File: src/rtl/hash_store_arbiter.sv
// hash_store_arbiter: round-robin share of one 32-bit output memory write port
// between two SHA256 cores. The winning digest and base address are latched on
// acceptance, then written out one word per accepted memory cycle.
//
// Handshakes: a requester holds req_valid[r] until it sees the one-cycle
// req_ready[r] pulse, then drops it; on the memory side a word moves on every
// rising edge where mem_write and mem_ready are both high, and mem_address and
// mem_data stay stable while mem_ready is low.
module hash_store_arbiter #(
   parameter int HASH_LENGTH = 8,
   parameter int ADDR_WIDTH  = 16
) (
   input  logic                      clock,
   input  logic                      reset,
   input  logic [1:0]                req_valid,
   input  logic [HASH_LENGTH*32-1:0] req_hash_0,
   input  logic [HASH_LENGTH*32-1:0] req_hash_1,
   input  logic [ADDR_WIDTH-1:0]     req_base_0,
   input  logic [ADDR_WIDTH-1:0]     req_base_1,
   output logic [1:0]                req_ready,
   input  logic                      mem_ready,
   output logic                      mem_write,
   output logic [ADDR_WIDTH-1:0]     mem_address,
   output logic [31:0]               mem_data,
   output logic [1:0]                done,
   output logic                      busy,
   output logic                      owner
);

   localparam int IDX_W = (HASH_LENGTH > 1) ? $clog2(HASH_LENGTH) : 1;
   localparam logic [IDX_W-1:0] LAST_IDX = IDX_W'(HASH_LENGTH - 1);

   typedef enum logic [1:0] {
      ST_IDLE  = 2'd0,
      ST_WRITE = 2'd1,
      ST_FIN   = 2'd2
   } state_t;

   state_t                      state_q, state_d;
   logic                        rr_q, rr_d;
   logic [IDX_W-1:0]            idx_q, idx_d;
   logic [HASH_LENGTH*32-1:0]   hash_q, hash_d;
   logic                        owner_q, owner_d;
   logic [1:0]                  req_ready_q, req_ready_d;
   logic [1:0]                  done_q, done_d;
   logic                        busy_q, busy_d;
   logic                        mem_write_q, mem_write_d;
   logic [ADDR_WIDTH-1:0]       addr_q, addr_d;
   logic [31:0]                 data_q, data_d;
   logic                        grant;
   logic [31:0]                 words [HASH_LENGTH];

   // Latched digest viewed as an array of 32-bit words; word 0 is bits 31:0.
   for (genvar w = 0; w < HASH_LENGTH; w++) begin : g_words
      assign words[w] = hash_q[w*32 +: 32];
   end

   // Grant: the lone valid requester, or the round-robin pointer when both ask.
   always_comb begin
      grant = 1'b0;
      if (req_valid == 2'b11) grant = rr_q;
      else                    grant = req_valid[1];
   end

   // Next-state and registered-output logic of the store sequencer.
   always_comb begin
      state_d     = state_q;
      rr_d        = rr_q;
      idx_d       = idx_q;
      hash_d      = hash_q;
      owner_d     = owner_q;
      req_ready_d = 2'b00;
      done_d      = 2'b00;
      busy_d      = busy_q;
      mem_write_d = mem_write_q;
      addr_d      = addr_q;
      data_d      = data_q;
      unique case (state_q)
         ST_IDLE: begin
            mem_write_d = 1'b0;
            if (|req_valid) begin
               hash_d             = grant ? req_hash_1 : req_hash_0;
               addr_d             = grant ? req_base_1 : req_base_0;
               data_d             = grant ? req_hash_1[31:0] : req_hash_0[31:0];
               owner_d            = grant;
               idx_d              = '0;
               busy_d             = 1'b1;
               req_ready_d[grant] = 1'b1;
               mem_write_d        = 1'b1;
               state_d            = ST_WRITE;
            end
         end
         ST_WRITE: begin
            if (mem_ready) begin
               if (idx_q == LAST_IDX) begin
                  mem_write_d     = 1'b0;
                  done_d[owner_q] = 1'b1;
                  state_d         = ST_FIN;
               end else begin
                  idx_d  = idx_q + 1'b1;
                  addr_d = addr_q + ADDR_WIDTH'(1);
                  data_d = words[idx_d];
               end
            end
         end
         ST_FIN: begin
            rr_d    = ~owner_q;
            busy_d  = 1'b0;
            state_d = ST_IDLE;
         end
         default: state_d = ST_IDLE;
      endcase
   end

   // State and output registers; reset abandons any transfer in flight.
   always_ff @(posedge clock or negedge reset) begin
      if (!reset) begin
         state_q     <= ST_IDLE;
         rr_q        <= 1'b0;
         idx_q       <= '0;
         hash_q      <= '0;
         owner_q     <= 1'b0;
         req_ready_q <= 2'b00;
         done_q      <= 2'b00;
         busy_q      <= 1'b0;
         mem_write_q <= 1'b0;
         addr_q      <= '0;
         data_q      <= '0;
      end else begin
         state_q     <= state_d;
         rr_q        <= rr_d;
         idx_q       <= idx_d;
         hash_q      <= hash_d;
         owner_q     <= owner_d;
         req_ready_q <= req_ready_d;
         done_q      <= done_d;
         busy_q      <= busy_d;
         mem_write_q <= mem_write_d;
         addr_q      <= addr_d;
         data_q      <= data_d;
      end
   end

   assign req_ready   = req_ready_q;
   assign done        = done_q;
   assign busy        = busy_q;
   assign owner       = owner_q;
   assign mem_write   = mem_write_q;
   assign mem_address = addr_q;
   assign mem_data    = data_q;

endmodule

File: config.mk
export PLATFORM = sky130hd
export DESIGN_NAME = hash_store_arbiter
export DESIGN_NICKNAME = d
export VERILOG_FILES = /design/src/rtl/hash_store_arbiter.sv
export SDC_FILE = /design/constraint.sdc
export NUM_CORES = 1
export LEC_CHECK = 0
export CAP_MARGIN = 20
export CELL_PAD_IN_SITES_DETAIL_PLACEMENT = 1
export CELL_PAD_IN_SITES_GLOBAL_PLACEMENT = 1
export CORE_AREA = 2 2 233 235
export DETAILED_ROUTE_END_ITERATION = 8
export DIE_AREA = 0 0 235 237
export PLACE_DENSITY_LB_ADDON = 0.1
export SLEW_MARGIN = 20
export SYNTH_ARGS = -nofsm -noshare
export SYNTH_HDL_FRONTEND = slang
export SYNTH_SLANG_ARGS = --single-unit
File: constraint.sdc
create_clock -name clock -period 2.25 [get_ports clock]
set_input_delay 0.675 -clock clock [delete_from_list [all_inputs] [get_ports clock]]
set_output_delay 0.675 -clock clock [all_outputs]
set_load 0.05 [all_outputs]
==> run metrics, run 1 <==
initial antenna violation count=21; peak supply drop=0.000592 V; Leak=11.3 nW; Slew HR=57.4%; CTS Sinks=317; Crit-path slowest cell=mux4_2; sum of buffers and inverters on the critical path=2; Layout area overhead=59.8%; Seq. cell area=7930 sq um; final instance area=~25000 sq um; Placer Congestion=around 0.86; Final Core Density=about 47%; htree depth=2; max-cap check violation count=0; Longest Clk Path Bufs=3; CTS buffer count=39; multi-input logic area=7330 sq um; Slew Viols, Final=0; max incr delay on CP=0.52 ns; area post-placement=~24000 sq um; Core ar.=53300 sq um; Yosys warning count=0; GRT overflow=0; Final Critical Period=between 2 and 2.5 ns; Avg Cell Area, Syn=10.0 sq um; Post-synth ARST share=100%; total power draw=33.1 mW; Overall Global Routing Usage=25.2%; Initial DRC Count=854; Crit. End Element=flop; DIE WIDTH=235 microns; type of origin of the critical path=flop; Reg clk slew, reported paths=around 0.060 ns; critical path data required time=around 2.7 ns; hold buffers post-CTS=0; final hold viol count=0; WL/cell=23.8 microns; number of fill cells=5889; largest net degree at the start of global routing=72; die area=between 50000 and 60000 sq um; first-pass GRT wire length=105000 microns; drt pass-1 iters=5; number of flops mapped to enable cells by yosys=0; period utilization=a little over nine tenths; DIE HEIGHT=between 200 and 250 microns; Placed Instances=2890; kind of critical path=flop to flop; TritonCTS clock tree=done; Port Buf Inserts=603; non-filler instance count after layout=2977; ys flop type=dfrtp_1; Crit Path Max Fanout=8; Syn Nets=between 2000 and 2500; TNS Setup=0 ns; most frequent cell on the critical path=buf_12; Crit path max-delay family=multiplexers; via density per instance=~5; Rows=85; Mapped Area=15800 sq um; pwr dens=around 1300 nW/um^2; later-pin clock latency in the skew report=0.56 ns; cells on worst reg2reg path=7; Worst Max-Slew Pin Slew=roughly 0.64 ns; Initial Util=29.6%; I/O Pins=604; cell chain of the critical path=ha_4 -> buf_12 -> buf_12 -> mux4_2 -> mux2_4 -> nand2_2 -> o211ai_1; outcome=finished clean; post-synthesis cell type count=48; vias in the first global route=16645; CTS root buf=clkbuf_16; Clock Skew=0.0221 ns; register bit total from synthesis=317; Post-Synthesis Cells=approximately 1600; RR Startpoint=idx_q[0]$_DFFE_PN0P_; nets@finish=2793; DRT Wirelength=a little over 70000 microns; Crit. path cell count=7; RSZ-0062 raised after global routing=true; vias post-DR=15117; Worst EP arrival=approximately 2.6 ns; r2r setup slk=0.07 ns; residual DRC count=0; Setup Viol. Count Final=0; ratio of cells with drive above 1 in the final layout=16.4%; Worst R2R End=mem_data[12]$_DFFE_PN0P_; sequential share of the synthesized area=50.4%; HP Class=input port to async pin; Final HPWL DP=around 56000 microns; Post-DRT Antenna Nets=0; fmax=459 MHz
-- metrics by stage --
step / hold slack [ns] / worst slack [ns]
2_1_floorplan: 0.379 / 0.0313
3_3_place_gp: 0.444 / -0.363
3_5_place_dp: 0.454 / -0.424
4_1_cts: 0.0237 / 0.00120
5_1_grt: 0.0319 / -0.00788
6_report: 0.0377 / 0.0712
-- cells by family after synthesis --
kind of cell | count (synthesis) | share of synthesized area (%)
simple gates | 634 | 16.1
compound gates | 354 | 16.0
flops | 317 | 50.4
buf+inv | 134 | 3.70
mux | 130 | 13.6
fa+ha+maj | 3 | 0.238
-- area by class of cell --
class                           instances  share of cell area (%)
Antenna cell                           14                   0.139
Clock buffer                           54                    4.54
Clock inverter                         13                   0.770
Inverter                                4                  0.0596
Multi-Input combinational cell       1121                    29.1
Sequential cell                       317                    31.5
Tap cell                              696                    3.46
Timing Repair Buffer                  758                    30.4
-- flip-flops by register name, summed over array words and instances, names as in the netlist --
| name | count |
|---|---|
| busy | 1 |
| done | 2 |
| hash_q | 256 |
| idx_q | 3 |
| mem_address | 16 |
| mem_data | 32 |
| mem_write | 1 |
| owner | 1 |
| req_ready | 2 |
| rr_q | 1 |
| state_q | 2 |
-- where the power goes --
part,switching [mW],internal [mW],total (mW)
combinational,8.50,7.76,16.3
sequential,1.82,8.44,10.3
clock,2.51,4.10,6.61
total,12.8,20.3,33.1
-- worst register-to-register path: stages (launching register included) --
cell and delay [ns]:
dfrtp_2 0.43, ha_4 0.36, buf_12 0.17, buf_12 0.16, mux4_2 0.52, mux2_4 0.28, nand2_2 0.06, o211ai_1 0.08
-- what timing repair did --
action | in CTS | in global routing
resized for setup | 13 | 11
pin swaps | 0 | 6
setup endpoints to repair | 17 | 10
hold endpoints to repair | 0 | 0
buffers inserted | 1 | 5
-- worst max path at each step --
stage	startpoint	endpoint	slack, ns
2_1_floorplan	idx_q[0]$_DFFE_PN0P_	mem_data[11]$_DFFE_PN0P_	0.03
3_3_place_gp	req_valid[0]	hash_q[98]$_DFFE_PN0P_	-0.36
3_5_place_dp	req_valid[0]	hash_q[98]$_DFFE_PN0P_	-0.42
4_1_cts	idx_q[0]$_DFFE_PN0P_	mem_data[29]$_DFFE_PN0P_	0.001
5_1_grt	idx_q[0]$_DFFE_PN0P_	mem_data[28]$_DFFE_PN0P_	-0.008
6_report	idx_q[0]$_DFFE_PN0P_	mem_data[12]$_DFFE_PN0P_	0.07
-- cell usage in the layout (no fill, tap or decap), drive strengths merged, types with 18 or more instances in the layout --
master,instances
o21ai,48
nand2,553
o211ai,28
nand3,18
clkbuf,54
buf,198
clkdlybuf4s50,547
mux4,64
mux2,32
a22oi,226
dfrtp,317
mux2i,34
nor2,18
-- layer usage --
metal  GRT usage [%]  part of all wire [%]  up-vias
li1                -                     -     6994
met1            30.0                    40     7602
met2            44.3                    52      406
met3            5.91                   5.4      101
met4            8.80                   2.9       14
met5               0                  0.12        -
-- cell usage after synthesis, types with 5 or more instances --
cell type	instances	area, sq um
nor2_1	18	67.6
clkbuf_1	61	229
o211ai_1	28	210
buf_2	58	290
and3_1	5	31.3
buf_1	9	33.8
nand3_1	18	90.1
mux4_2	64	1440
nand2_1	553	2080
nor2b_1	5	31.3
a21o_1	10	75.1
mux2i_1	34	340
nand4_1	9	56.3
or4_1	5	37.5
a31oi_1	14	87.6
a22oi_1	226	1700
o21ai_0	48	240
mux2_2	32	360
a21oi_1	7	35.0
dfrtp_1	317	7930
No activity file was read; power rests on OpenSTA's default activity.
==> inputs of run 2 (changes only) <==
TNS_END_PERCENT = 50   (was not set)
==> run 2 against run 1 <==
Global-route usage about the same. Core utilization down 0.19 points. Sequential share of layout area is 0.12 points higher. Worst hold slack gained 0.42 ns. Maximum frequency is 1.9% lower. First-iteration DRC count increased by 11%. Count of clock-buffer cells in the layout rose by 7. Final area down 0.39%. Critical endpoint is now mem_data[15]$_DFFE_PN0P_. Largest cell class unchanged.
==> run metrics, run 2 (synthesized netlist as in run 1, its figures left out) <==
outcome=finished clean (unchanged); period utilization=98.7% (was 96.8%); Longest Clk Path Bufs=3 (unchanged); Worst EP arrival=2.66 ns (was 2.60 ns); Initial Util=29.6% (unchanged); fmax=450 MHz (was 459 MHz); CTS buffer count=39 (unchanged); Core ar.=53300 sq um (unchanged); htree depth=2 (unchanged); type of origin of the critical path=flop (unchanged); WL/cell=23.8 microns (about the same); via density per instance=5.08 (about the same); Reg clk slew, reported paths=0.06 ns (about the same); Rows=85 (unchanged); cells on worst reg2reg path=7 (unchanged); CTS Sinks=317 (unchanged); number of fill cells=5914 (was 5889); nets@finish=2804 (was 2793); die area=55700 sq um (unchanged); TritonCTS clock tree=done (unchanged); Worst Max-Slew Pin Slew=0.647 ns (was 0.638 ns); max FFs per register=256 (unchanged); DRT Wirelength=70800 microns (about the same); max-cap check violation count=0 (unchanged); CTS root buf=clkbuf_16 (unchanged); vias in the first global route=16756 (was 16645); Worst R2R End=mem_data[15]$_DFFE_PN0P_ (was mem_data[12]$_DFFE_PN0P_); Slew HR=56.9% (was 57.4%); Final HPWL DP=55200 microns (was 55800 microns); initial antenna violation count=11 (was 21); critical path data required time=2.69 ns (was 2.67 ns); peak supply drop=0.000639 V (was 0.000592 V); largest net degree at the start of global routing=82 (was 72); met1 Usage GRT=30.2% (was 30.0%); r2r setup slk=0.03 ns (was 0.07 ns); total power draw=32.7 mW (was 33.1 mW); later-pin clock latency in the skew report=0.56 ns (about the same); first-pass GRT wire length=106000 microns (was 105000 microns); Slew Viols, Final=0 (unchanged); Clock Skew=0.0163 ns (was 0.0221 ns); hold endpoint=hash_q[196]$_DFFE_PN0P_; I/O Pins=604 (unchanged); Crit Path Max Fanout=12 (was 8); drt pass-1 iters=5 (unchanged); RSZ-0062 raised after global routing=true (unchanged); Biggest register=hash_q (unchanged); TNS Setup=0 ns (unchanged); residual DRC count=0 (unchanged); Layout area overhead=59.2% (was 59.8%); beginning of the worst hold path=hash_q[196]$_DFFE_PN0P_; Setup Viol. Count Final=0 (unchanged); routing usage on met3=5.01% (was 5.91%); most frequent cells in the layout=clkdlybuf4s50_1, nand2_1, dfrtp_1 (was nand2_1, clkdlybuf4s50_1, dfrtp_1); Post-DRT Antenna Nets=0 (unchanged); kind of critical path=flop to flop (unchanged); routing usage on met2=44.6% (was 44.3%); DIE WIDTH=235 microns (unchanged); Port Buf Inserts=603 (unchanged); Leak=11.3 nW (about the same); Initial DRC Count=944 (was 854); GRT overflow=0 (unchanged); ratio of cells with drive above 1 in the final layout=16.7% (was 16.4%); Overall Global Routing Usage=25.2% (about the same); Placer Congestion=0.854 (was 0.865); GRT busiest layer=met2 (unchanged); vias post-DR=15139 (was 15117); HP Class=flop to flop (was input port to async pin); DIE HEIGHT=237 microns (unchanged); most common cell after layout, fill and taps aside=clkdlybuf4s50_1; Final Critical Period=2.22 ns (was 2.18 ns); pwr dens=1300 nW/um^2 (was 1320 nW/um^2); Min-Delay Path Depth=2; RR Startpoint=idx_q[1]$_DFFE_PN0P_ (was idx_q[0]$_DFFE_PN0P_); Final Core Density=47.1% (was 47.3%); final hold viol count=0 (unchanged); Crit. End Element=flop (unchanged)
run 2: cell types whose count changed in the layout (fill, tap and decap cells not counted), moves of 3 or more:
| cell | change |
|---|---|
| clkbuf_1 | +5 |
| diode_2 | -9 |
| buf_4 | +18 |
| buf_12 | -7 |
| clkinv_2 | -3 |
| bufinv_16 | -5 |
run 2: worst max path at each step:
| stage | slack (ns) | startpoint | end |
|---|---|---|---|
| floorplan | -0.08 | idx_q[0]$_DFFE_PN0P_ | mem_data[20]$_DFFE_PN0P_ |
| global placement | -0.49 | req_valid[1] | hash_q[223]$_DFFE_PN0P_ |
| detailed placement | -0.57 | req_valid[1] | hash_q[223]$_DFFE_PN0P_ |
| CTS | -0.01 | idx_q[1]$_DFFE_PN0P_ | mem_data[16]$_DFFE_PN0P_ |
| global route | -0.05 | idx_q[1]$_DFFE_PN0P_ | mem_data[15]$_DFFE_PN0P_ |
| finish | 0.03 | idx_q[1]$_DFFE_PN0P_ | mem_data[15]$_DFFE_PN0P_ |
run 2: critical path, stage by stage, from the launching register on:
cell	delay (ns)
dfrtp_1	0.42
ha_4	0.39
buf_12	0.19
buf_12	0.15
mux4_2	0.51
mux2_4	0.28
nand2_1	0.08
o211ai_1	0.09
run 2: through the flow:
stage	setup WS [ns]	cell area, sq um	cells	hold WS, ns
4_1_cts	-0.0111	25000	2968	0.464
6_report	0.0292	25100	2978	0.456
5_1_grt	-0.0544	25100	2975	0.485
2_1_floorplan	-0.0763	15800	1572	0.379
3_5_place_dp	-0.570	23700	2901	0.452
3_3_place_gp	-0.489	23700	2901	0.445
run 2: routing by layer:
metal	share of wire, %	wire (microns)	vias up
met3	5.1	3580	105
met4	3.5	2480	10
met5	0.092	65	-
li1	-	-	6993
met1	40	28200	7608
met2	52	36500	423
run 2: cell type report:
class,instances,area (sq um),share of cell area (%)
Antenna cell,5,12.5,0.0499
Clock buffer,61,1210,4.83
Clock inverter,5,28.8,0.115
Inverter,4,15.0,0.0599
Multi-Input combinational cell,1121,7350,29.3
Sequential cell,317,7930,31.6
Tap cell,696,871,3.47
Timing Repair Buffer,769,7660,30.5
run 2: what timing repair did:
action / in CTS / in global routing
endpoints found under the hold margin: 1 / 0
setup buffers: 0 / 6
cloned: 0 / 0
setup endpoints to repair: 15 / 135
hold buffers: 1 / 0
pin swaps: 1 / 1
resized for setup: 14 / 14
run 2: power by group:
group	switching, mW	total (mW)	internal (mW)
clock	2.51	6.18	3.67
combinational	8.54	16.3	7.78
sequential	1.79	10.2	8.44
total	12.8	32.7	19.9
==> inputs of run 3 (changes only) <==
CORE_AREA = 2 2 235 237   (was 2 2 233 235)
DIE_AREA = 0 0 237 239   (was 0 0 235 237)
clock period = 2.55 ns   (was 2.25 ns; I/O delays follow)
==> run 3 against run 2 <==
First-iteration DRC count fell by 14%. Register-to-register slack better by 0.24 ns. Global-route usage is 1.0 points lower. Non-clock buffer count decreased by 53. Count of clock-buffer cells in the layout unchanged. Flip-flop and latch count unchanged. Core utilization decreased by 1.7 points. Wire length down 2.4%. Combinational power decreased by 17%. Clock power fell by 12%. Clock skew decreased by 0.0058 ns. Critical endpoint is now mem_data[14]. Largest power group unchanged.
==> run metrics, run 3 (synthesized netlist as in run 1, its figures left out) <==
DRT Wirelength=69000 microns (was 70800 microns); GRT overflow=0 (unchanged); CTS root buf=clkbuf_16 (unchanged); multi-input logic area=7300 sq um (was 7350 sq um); vias in the first global route=16384 (was 16756); Final Critical Period=2.49 ns; CTS Sinks=317 (unchanged); Crit Path Max Fanout=2 (was 12); nets@finish=2752 (was 2804); initial antenna violation count=24 (was 11); DIE WIDTH=237 microns (was 235 microns); WL/cell=23.5 microns (was 23.8 microns); first-pass GRT wire length=102000 microns (was 106000 microns); die area=56600 sq um (was 55700 sq um); RSZ-0062 raised after global routing=false (was true); clock power share=19.5% (was 18.9%); type of origin of the critical path=flop (unchanged); Crit path max-delay family=buffers and inverters (was multiplexers); Layout area overhead=56.6% (was 59.2%); Core ar.=54300 sq um (was 53300 sq um); Worst Max-Slew Pin Slew=0.698 ns (was 0.647 ns); Seq. cell area=7930 sq um (unchanged); Crit-path slowest cell=clkdlybuf4s50_1 (was mux4_2); r2r setup slk=0.27 ns (was 0.03 ns); Leak=11.0 nW (was 11.3 nW); vias post-DR=14756 (was 15139); Placed Instances=2862 (was 2901); Initial DRC Count=813 (was 944); period utilization=between 90 and 100%; TritonCTS clock tree=done (unchanged); DIE HEIGHT=239 microns (was 237 microns); HP Class=input port to async pin (was flop to flop); ratio of cells with drive above 1 in the final layout=12.5% (was 16.7%); area post-placement=23400 sq um (was 23700 sq um); outcome=finished clean (unchanged); cell chain of the critical path=clkdlybuf4s50_1 (was ha_4 -> buf_12 -> buf_12 -> mux4_2 -> mux2_4 -> nand2_1 -> o211ai_1); RR Startpoint=idx_q[0]$_DFFE_PN0P_ (was idx_q[1]$_DFFE_PN0P_); Port Buf Inserts=603 (unchanged); kind of critical path=flop to output pin (was flop to flop); Biggest register=hash_q (unchanged); Longest Clk Path Bufs=3 (unchanged); Overall Global Routing Usage=24.2% (was 25.2%); peak supply drop=0.000659 V (was 0.000639 V); Final HPWL DP=54100 microns (was 55200 microns); non-filler instance count after layout=2938 (was 2978); Rows=86 (was 85); I/O Pins=604 (unchanged); sum of buffers and inverters on the critical path=1 (was 2); htree depth=2 (unchanged); most common cell after layout, fill and taps aside=clkdlybuf4s50_1 (unchanged); number of fill cells=6004 (was 5914); via density per instance=5.02 (was 5.08); CTS buffer count=40 (was 39); later-pin clock latency in the skew report=0.55 ns (was 0.56 ns); max FFs per register=256 (unchanged); Placer Congestion=0.867 (was 0.854); final hold viol count=0 (unchanged); drt pass-1 iters=4 (was 5); Initial Util=29.0% (was 29.6%); cells on worst reg2reg path=7 (unchanged); Setup Viol. Count Final=0 (unchanged); Comb pwr share=48.5% (was 49.8%); Crit. End Element=output pin (was flop); residual DRC count=0 (unchanged); max-cap check violation count=0 (unchanged); Slew Viols, Final=0 (unchanged); Post-DRT Antenna Nets=0 (unchanged); sequential share of power=32.0% (was 31.3%); Worst R2R End=mem_data[10]$_DFFE_PN0P_ (was mem_data[15]$_DFFE_PN0P_); Slew HR=53.4% (was 56.9%); Clock Skew=0.0105 ns (was 0.0163 ns); Reg clk slew, reported paths=0.06 ns (about the same); Worst EP arrival=1.73 ns (was 2.66 ns); final instance area=24700 sq um (was 25100 sq um); switching power share of the total=39.4% (was 39.2%); Int Pwr=16.9 mW (was 19.9 mW); pwr dens=1130 nW/um^2 (was 1300 nW/um^2); largest net degree at the start of global routing=78 (was 82); fmax=401 MHz; critical path data required time=1.79 ns (was 2.69 ns); most frequent cells in the layout=clkdlybuf4s50_1, nand2_1, dfrtp_1 (unchanged); max incr delay on CP=0.84 ns (was 0.51 ns); Net Sw Power=11.0 mW (was 12.8 mW)
-- run 3: how the worst max path moves through the flow --
stage / startpoint / end / slack [ns] / depth (start not counted)
2_1_floorplan: idx_q[0]$_DFFE_PN0P_ / mem_data[11]$_DFFE_PN0P_ / 0.21 / 8
3_3_place_gp: req_valid[0] / mem_address[12]$_DFFE_PN0P_ / -0.30 / 5
4_1_cts: mem_data[21]$_DFFE_PN0P_ / mem_data[21] / 0.0003 / 1
3_5_place_dp: req_valid[0] / mem_address[12]$_DFFE_PN0P_ / -0.37 / 5
5_1_grt: mem_data[10]$_DFFE_PN0P_ / mem_data[10] / 0.004 / 1
6_report: mem_data[14]$_DFFE_PN0P_ / mem_data[14] / 0.06 / 1
-- run 3: power groups by stage --
| stage | clock network (mW) | registers, mW | logic, mW |
|---|---|---|---|
| 2_1_floorplan | 0 | 9.75 | 7.28 |
| 3_3_place_gp | 0 | 8.91 | 13.8 |
| 3_5_place_dp | 0 | 9.04 | 14.1 |
| 4_1_cts | 5.62 | 8.97 | 14.0 |
| 5_1_grt | 5.81 | 9.25 | 14.8 |
| 6_report | 5.45 | 8.94 | 13.6 |
-- run 3: cell type report --
type / instances / area share [%]
sequential: 317 / 32.2
multi-input combinational: 1121 / 29.6
timing repair buffer: 716 / 29.6
clock buffer: 61 / 4.67
tap: 704 / 3.57
clock inverter: 5 / 0.304
antenna: 10 / 0.101
inverter: 4 / 0.0608
-- run 3: layer usage --
layer	routed length (microns)	global-route usage (%)	vias to the layer above
li1	-	-	6899
met1	27200	28.6	7308
met2	35600	42.9	425
met3	4050	5.64	102
met4	2020	8.75	22
met5	147	0	-
-- run 3: through the flow --
| step | power, mW | setup WS, ns | util [%] | hold slack [ns] | setup TNS, ns |
|---|---|---|---|---|---|
| floorplan | 17.0 | 0.210 | - | 0.433 | 0 |
| global placement | 22.7 | -0.300 | 43.1 | 0.446 | -21.73 |
| detailed placement | 23.1 | -0.369 | 43.1 | 0.454 | -22.37 |
| CTS | 28.6 | 0.000313 | 45.3 | 0.0984 | 0 |
| global route | 29.9 | 0.00404 | 45.4 | 0.114 | 0 |
| finish | 28.0 | 0.0551 | 45.4 | 0.115 | 0 |
-- run 3: worst register-to-register path, delay by kind of cell (launching register included) --
kind	cells	cell delay [ns]
compound gates	1	0.08
flops	1	0.42
fa+ha+maj	2	0.56
buf+inv	1	0.27
mux	2	0.75
simple gates	1	0.09
-- run 3: repair_timing --
action                                  CTS  global route
resized for setup                        28             6
hold buffers                              0             0
buffers inserted                          0             0
endpoints found under the setup margin   28             6
